**config.mk**
```make
export PLATFORM = sky130hd
export DESIGN_NAME = amm_width_adapter
export DESIGN_NICKNAME = d
export VERILOG_FILES = /design/src/rtl/amm_width_adapter.sv
export SDC_FILE = /design/constraint.sdc
export NUM_CORES = 1
export LEC_CHECK = 0
export CAP_MARGIN = 30
export CORE_UTILIZATION = 43
export CTS_BUF_LIST = sky130_fd_sc_hd__clkbuf_8
export DETAILED_ROUTE_END_ITERATION = 7
export PLACE_DENSITY = 0.79
export RECOVER_POWER = 50
export SLEW_MARGIN = 0
export SYNTH_ARGS = -nofsm -noshare
export SYNTH_HDL_FRONTEND = slang
export SYNTH_SLANG_ARGS = --single-unit
```
**constraint.sdc**
```tcl
create_clock -name clk_i -period 4.1 [get_ports clk_i]
set_clock_uncertainty 0.15 [all_clocks]
set_input_delay 1.23 -clock clk_i [delete_from_list [all_inputs] [get_ports clk_i]]
set_output_delay 1.23 -clock clk_i [all_outputs]
set_load 0.02 [all_outputs]
```
**src/rtl/amm_width_adapter.sv**
```systemverilog
// Avalon-MM width down-converter: splits each wide master access into per-lane narrow
// sub-accesses, skipping lanes with no enabled bytes, and reassembles read responses.
module amm_width_adapter #(
  parameter int unsigned IN_DW         = 32,
  parameter int unsigned OUT_DW        = 16,
  parameter int unsigned ADDR_W        = 32,
  parameter bit          FORCE_FULL_BE = 1'b0
) (
  input  logic                                   clk_i,
  input  logic                                   rst_i,
  input  logic [ADDR_W-1:0]                      in_address,
  input  logic                                   in_read,
  input  logic                                   in_write,
  input  logic [IN_DW-1:0]                       in_writedata,
  input  logic [IN_DW/8-1:0]                     in_byteenable,
  output logic [IN_DW-1:0]                       in_readdata,
  output logic                                   in_readdatavalid,
  output logic                                   in_waitrequest,
  output logic [ADDR_W-$clog2(OUT_DW/8)-1:0]     out_address,
  output logic                                   out_read,
  output logic                                   out_write,
  output logic [OUT_DW-1:0]                      out_writedata,
  output logic [OUT_DW/8-1:0]                    out_byteenable,
  input  logic [OUT_DW-1:0]                      out_readdata,
  input  logic                                   out_readdatavalid,
  input  logic                                   out_waitrequest
);

  localparam int unsigned RATIO  = IN_DW / OUT_DW;
  localparam int unsigned IN_BW  = IN_DW / 8;
  localparam int unsigned OUT_BW = OUT_DW / 8;
  localparam int unsigned IN_OFF = $clog2(IN_BW);
  localparam int unsigned OUT_AW = ADDR_W - $clog2(OUT_BW);
  localparam int unsigned BASE_W = ADDR_W - IN_OFF;
  localparam int unsigned LANE_W = (RATIO > 1) ? $clog2(RATIO) : 1;
  localparam int unsigned CNT_W  = $clog2(RATIO + 1);

  typedef enum logic [2:0] {StIdle, StCmd, StRdWait, StAck, StResp} state_t;

  state_t              r_state, w_state_d;
  logic [BASE_W-1:0]   r_base;
  logic [IN_DW-1:0]    r_wdata;
  logic [IN_BW-1:0]    r_be;
  logic                r_is_read;
  logic [RATIO-1:0]    r_mask;
  logic [IN_DW-1:0]    r_rdata;
  logic [LANE_W-1:0]   r_lane_fifo [RATIO];
  logic [CNT_W-1:0]    r_issue_cnt;
  logic [CNT_W-1:0]    r_resp_cnt;

  logic [RATIO-1:0]    w_in_mask;
  logic [LANE_W-1:0]   w_lane;
  logic [RATIO-1:0]    w_lane_onehot;
  logic [RATIO-1:0]    w_mask_clr;
  logic [OUT_AW-1:0]   w_out_addr;
  logic [OUT_DW-1:0]   w_out_data;
  logic [OUT_BW-1:0]   w_out_be;
  logic                w_start;
  logic                w_accept;
  logic                w_resp_fire;
  logic [CNT_W-1:0]    w_issue_nxt;
  logic [CNT_W-1:0]    w_resp_nxt;
  logic                w_unused_addr;

  assign w_unused_addr = ^in_address[IN_OFF-1:0];

  always_comb begin
    for (int k = 0; k < RATIO; k++) begin
      w_in_mask[k] = |in_byteenable[k*OUT_BW +: OUT_BW];
    end
  end

  // Lowest pending lane is served first.
  always_comb begin
    w_lane = '0;
    for (int k = RATIO - 1; k >= 0; k--) begin
      if (r_mask[k]) w_lane = LANE_W'(k);
    end
  end

  always_comb begin
    w_lane_onehot         = '0;
    w_lane_onehot[w_lane] = 1'b1;
  end

  assign w_mask_clr  = r_mask & ~w_lane_onehot;
  assign w_out_addr  = OUT_AW'(r_base) * OUT_AW'(RATIO) + OUT_AW'(w_lane);
  assign w_out_data  = r_wdata[w_lane*OUT_DW +: OUT_DW];
  assign w_out_be    = FORCE_FULL_BE ? {OUT_BW{1'b1}} : r_be[w_lane*OUT_BW +: OUT_BW];

  assign w_start     = (r_state == StIdle) && (in_read || in_write);
  assign w_accept    = (r_state == StCmd) && !out_waitrequest;
  // Responses only count while reads are outstanding for the current transaction.
  assign w_resp_fire = out_readdatavalid && r_is_read && (r_resp_cnt != r_issue_cnt) &&
                       ((r_state == StCmd) || (r_state == StRdWait));
  assign w_issue_nxt = r_issue_cnt + CNT_W'(w_accept && r_is_read);
  assign w_resp_nxt  = r_resp_cnt + CNT_W'(w_resp_fire);

  assign in_readdata = r_rdata;

  always_ff @(posedge clk_i or posedge rst_i) begin
    if (rst_i) begin
      r_state <= StIdle;
    end else begin
      r_state <= w_state_d;
    end
  end

  always_comb begin
    w_state_d        = r_state;
    in_waitrequest   = 1'b1;
    in_readdatavalid = 1'b0;
    out_read         = 1'b0;
    out_write        = 1'b0;
    out_address      = '0;
    out_writedata    = '0;
    out_byteenable   = '0;
    unique case (r_state)
      StIdle: begin
        if (in_read || in_write) begin
          w_state_d = (|w_in_mask) ? StCmd : StAck;
        end
      end
      StCmd: begin
        out_read       = r_is_read;
        out_write      = !r_is_read;
        out_address    = w_out_addr;
        out_writedata  = w_out_data;
        out_byteenable = w_out_be;
        if (w_accept && (w_mask_clr == '0)) begin
          w_state_d = (r_is_read && (w_issue_nxt != w_resp_nxt)) ? StRdWait : StAck;
        end
      end
      StRdWait: begin
        if (w_resp_nxt == r_issue_cnt) w_state_d = StAck;
      end
      StAck: begin
        in_waitrequest = 1'b0;
        w_state_d      = r_is_read ? StResp : StIdle;
      end
      StResp: begin
        in_readdatavalid = 1'b1;
        w_state_d        = StIdle;
      end
      default: w_state_d = StIdle;
    endcase
  end

  always_ff @(posedge clk_i or posedge rst_i) begin
    if (rst_i) begin
      r_base      <= '0;
      r_wdata     <= '0;
      r_be        <= '0;
      r_is_read   <= 1'b0;
      r_mask      <= '0;
      r_rdata     <= '0;
      r_issue_cnt <= '0;
      r_resp_cnt  <= '0;
      for (int k = 0; k < RATIO; k++) r_lane_fifo[k] <= '0;
    end else if (w_start) begin
      // Read wins if both strobes are raised together.
      r_base      <= in_address[ADDR_W-1:IN_OFF];
      r_wdata     <= in_writedata;
      r_be        <= in_byteenable;
      r_is_read   <= in_read;
      r_mask      <= w_in_mask;
      r_rdata     <= '0;
      r_issue_cnt <= '0;
      r_resp_cnt  <= '0;
    end else begin
      if (w_accept) begin
        r_mask <= w_mask_clr;
        if (r_is_read) begin
          r_lane_fifo[LANE_W'(r_issue_cnt)] <= w_lane;
          r_issue_cnt                       <= w_issue_nxt;
        end
      end
      if (w_resp_fire) begin
        r_rdata[r_lane_fifo[LANE_W'(r_resp_cnt)]*OUT_DW +: OUT_DW] <= out_readdata;
        r_resp_cnt <= w_resp_nxt;
      end
    end
  end

endmodule

```
; Yosys cells after proc, flatten, opt, wreduce, memory -nomap -nowiden
; Cells that the tools add are included.
[word_totals]
reg_bits = 110
in_bits = 90
out_inout_bits = 85
elab_cells = 98
[classes]
add_sub_neg = 4
n_lt_le_gt_ge = 5
n_eq_ne = 10
shifts = 4
muxes = 34
bitwise = 5
reduce_logical = 25
[ops]
columns = operator, count
row1 = $mux 32, 2
row2 = $neg 5->34, 1
row3 = $shift 16x34->32 const A, 1
row4 = $shiftx 16x34->32, 1
row5 = $bwmux 32, 1
row6 = $shiftx 32x6->16, 1
row7 = $add 31x1->31, 1
row8 = $mux 31, 1
row9 = $mux 2, 9
row10 = $mux 16, 1
row11 = $mux 1, 12
row12 = $mux 3, 4
row13 = $pmux 3 s4, 1
row14 = $logic_and 1x1->1, 10
row15 = $eq 3x2->1 const B, 2
row16 = $ne 2x1->1 const B, 3
row17 = $reduce_and 3->1, 2
row18 = $reduce_bool 2->1, 3
row19 = $add 2x1->2, 2
row20 = $ge 2x2->1 const B, 2
row21 = $ne 2x2->1, 2
row22 = $not 1->2, 2
row23 = $reduce_or 2->1, 2
row24 = $reduce_or 4->1, 1
row25 = other kinds (17), 20

; Logic depth before layout (Yosys ltp)
[logic_depth]
ltp_word = 12
ltp_mapped = 9
depth_no_buf = 8

; Least setup slack after synthesis
; No wires, ideal clock.
[synth_path]
path_kind = register -> output
from = reg r_state[1]
to = out out_writedata[10]
arrival_ns = 1.537
t_required_ns = 2.720
setup_slack_ns = 1.183
stages_incl_launch_ff = 6
n_path_buf = 3
cell_sequence = dfrtp_1 > buf_6 > or3b_1 > buf_2 > clkbuf_1 > a21oi_1
[synth_via]
elab_chain_cells = 2
[synth_lines]
columns = element, line
row1 = start: declaration, 40  ; state_t r_state, w_state_d;
row2 = start signal: assignment, 103  ; r_state <= StIdle;
row3 = start signal: assignment, 105  ; r_state <= w_state_d;
row4 = $eq 3x1->1, 118  ; unique case (r_state)
row5 = $mux 16, 118
row6 = end: declaration, 22  ; output logic [OUT_DW-1:0] out_writedata,
; No other way between the ends.

; Worst setup path in the final report
[layout_path]
from = reg r_state[0]
to = out out_writedata[13]
; The elaborated chain is that of the path after synthesis.

==> metrics.txt <==
Final setup violation count=0; total chip power=0.00471 W; port buffer count=172; grt total ovfl=0; Reg clk slew, reported paths=90 ps; period utilisation layout=94.9%; Hold EP=r_base[24]$_DFFE_PP0P_; Skew-Pair Late Insertion Delay=360 ps; hold buffers post-CTS=0; DRC viols=22; ys async rst share=100%; die width=111 µm; IO Count=175; Layout fillers=1006; dpl hpwl=8850 µm; Critical-path top delay cell=or3b_2; Worst R2R Path Depth=6; CTS Buffer Depth=2; min Tclk post-route=3890 ps; sequential element share of the synthesized area=53.8%; WL final=12600 µm; CTS tree=yes; Top FF cell, synth=dfrtp_1; hold path start=r_base[24]$_DFFE_PP0P_; routed vias/inst=4.95; CP peak stage delay=720 ps; first-pass GRT wire length=21000 µm; layout cell share with drive strength beyond 1=4.05%; failing checks=DRC, capacitance limit, slew limit; Warnings, synthesis=0; CP cell instances=or3b_2, a21oi_1, clkdlybuf4s50_1; gr usage total=21.3%; R2R Setup Slk=950 ps; worst r2r dst=r_state[0]$_DFFE_PP0P_; endpoint class of the critical path=output port; Max Cap Viol=1; unique cell type count in the Yosys netlist=43; Min-Delay Path Class=reg -> reg; setup_tns=0 ps; largest net degree at the start of global routing=95; clk sink count=110; drt first pass iters=8; Final GP Congestion=0.773; CTS buffer count=9; maximum VDD drop=0.000318 V; FF+latch count, synth=110; status=finished with violations; Starting Density=44.4%; Syn-to-layout area delta=38.8%; number of cells on the worst hold path=2; pwr dens=663 mW/mm²; Slew @ Worst Pin=1530 ps; RSZ-0062 raised after global routing=false; Slew headroom=-2.04%; initial antenna violation count=1; Core Region=0.0115 mm²; row count=39; P_leak=3.55 nW; WS Path Type=reg -> out; Synthesized Nets=675; Post-synth EDFFs=0; htree depth=3; Final Hold Fails=0; max-slew violations=46; required time worst endpoint=2720 ps; post-route ant nets=0; 1st-iter DRT viols=274; CTS root buf=clkbuf_8; Fmax achieved=257 MHz; Gate Count Post-Synth=583; vias in the first global route=4341; via count=4382; Final nets=830; Synth Cell Area=0.00512 mm²; Die Y=111 µm; WP data arrival=2510 ps; Die Area=0.0123 mm²; Worst Path Max Fanout=23; R2R Path Start=r_state[0]$_DFFE_PP0P_; wire per inst=14.3 µm; Startpoint Class=flop; Avg Inst Size Synth=8.78 µm²
## state kept, by name, summed over array words and instances, names as in the netlist
| signal | flops |
|---|---|
| in_readdata | 32 |
| r_lane_fifo | 2 |
| r_wdata | 32 |
| r_mask | 2 |
| r_resp_cnt | 2 |
| r_is_read | 1 |
| r_issue_cnt | 2 |
| r_base | 30 |
| r_be | 4 |
| r_state | 3 |
## kinds of logic after synthesis
| group | share of synthesized area, % |
|---|---|
| and+or+nand+nor | 27.3 |
| xor gates and xnor gates | 1.64 |
| DFF | 53.8 |
| muxes | 7.04 |
| adders and majority gates | 0.489 |
| AOI/OAI and AO/OA | 5.38 |
| buffers and inverters | 4.33 |
## critical path: cells and delay by family, from the launching register on
kind | cells | cell delay [ps]
AND/OR/NAND/NOR | 1 | 720
buffers and inverters | 1 | 640
flip-flops | 1 | 530
AO/OA/AOI/OAI | 1 | 250
## layout by cell type (no fill, tap or decap), drive strengths merged, types with 2 or more instances in the layout
cell | synthesis | routed
mux2 | 2 | 2
nor2b | 4 | 4
and2 | 32 | 32
and3 | 2 | 2
dfrtp | 110 | 110
clkdlybuf4s50 | 0 | 170
nand2b | 4 | 4
xor2 | 2 | 2
a21oi | 24 | 24
xnor2 | 4 | 4
clkinvlp | 0 | 3
ha | 2 | 2
mux2i | 33 | 33
o21ai | 5 | 5
buf | 9 | 6
nand2 | 276 | 276
a31oi | 2 | 2
nor3 | 2 | 2
dlygate4sd3 | 0 | 2
nor2 | 6 | 6
inv | 18 | 18
clkbuf | 26 | 10
nand3b | 2 | 2
nor3b | 2 | 2
## how the worst max path moves through the flow
stage | start | endpoint | slack (ps) | cells after the start
finish | r_state[0]$_DFFE_PP0P_ | out_writedata[13] | 210 | 3
CTS | r_state[0]$_DFFE_PP0P_ | out_writedata[13] | 120 | 3
global route | r_state[0]$_DFFE_PP0P_ | out_writedata[5] | 90 | 3
floorplan | r_state[1]$_DFFE_PP0P_ | out_writedata[10] | 1180 | 5
detailed placement | r_state[0]$_DFFE_PP0P_ | out_writedata[13] | 540 | 3
global placement | r_state[0]$_DFFE_PP0P_ | out_writedata[9] | 530 | 3
## per-layer routing
layer  track usage (%)  share of wire (%)
met1              27.0                 43
met2              34.7                 49
met3              5.85                6.6
met4              7.93                2.0
met5                 0                  0
## Yosys cell counts (2+ instances only)
cell	instances	share of area [%]
o21ai_4	2	0.64
buf_4	2	0.29
mux2i_1	33	6.5
dfrtp_1	110	54
nand3b_1	2	0.29
ha_1	2	0.49
and3_1	2	0.24
nor2b_1	4	0.49
and2_1	32	3.9
clkbuf_1	26	1.9
nor2_1	6	0.44
o21ai_1	2	0.20
nor3_1	2	0.20
buf_2	6	0.59
xnor2_1	3	0.51
a31oi_1	2	0.24
nand2b_1	4	0.49
xor2_1	2	0.34
mux2_4	2	0.59
nand2_1	276	20
inv_1	18	1.3
a21oi_1	24	2.3
## per-stage QoR
step	instances	hold slack [ps]	instance area, µm²	setup WS (ps)	utilization (%)
final	885	323	7100	210	61.7
after global placement	870	299	6950	535	60.4
after detailed placement	870	304	6950	539	60.4
after global routing	885	345	7100	93.2	61.7
after CTS	884	328	7130	115	61.9
after floorplan	583	287	5120	1180	-
## power by group
group	leakage [nW]	internal (W)	switching [W]
clock	0.0884	0.000273	0.000345
sequential	1.42	0.00148	0.000245
combinational	2.04	0.00103	0.00134
## repair_timing
action / CTS / global route
setup buffers: 0 / 0
gates resized for setup: 0 / 1
endpoints found under the setup margin: 0 / 9
## cell type report
| class | instances | area, µm² | share of cell area, % |
|---|---|---|---|
| well taps | 143 | 179 | 2.52 |
| clock buffers | 9 | 124 | 1.74 |
| inverters | 18 | 68.8 | 0.969 |
| flip-flops and latches | 110 | 2750 | 38.8 |
| clock inverters | 5 | 53.8 | 0.758 |
| diodes | 1 | 2.50 | 0.0352 |
| multi-input cells | 420 | 2130 | 30.0 |
| repair buffers | 179 | 1790 | 25.2 |
Note: power is estimated with default switching activity, not from simulation.
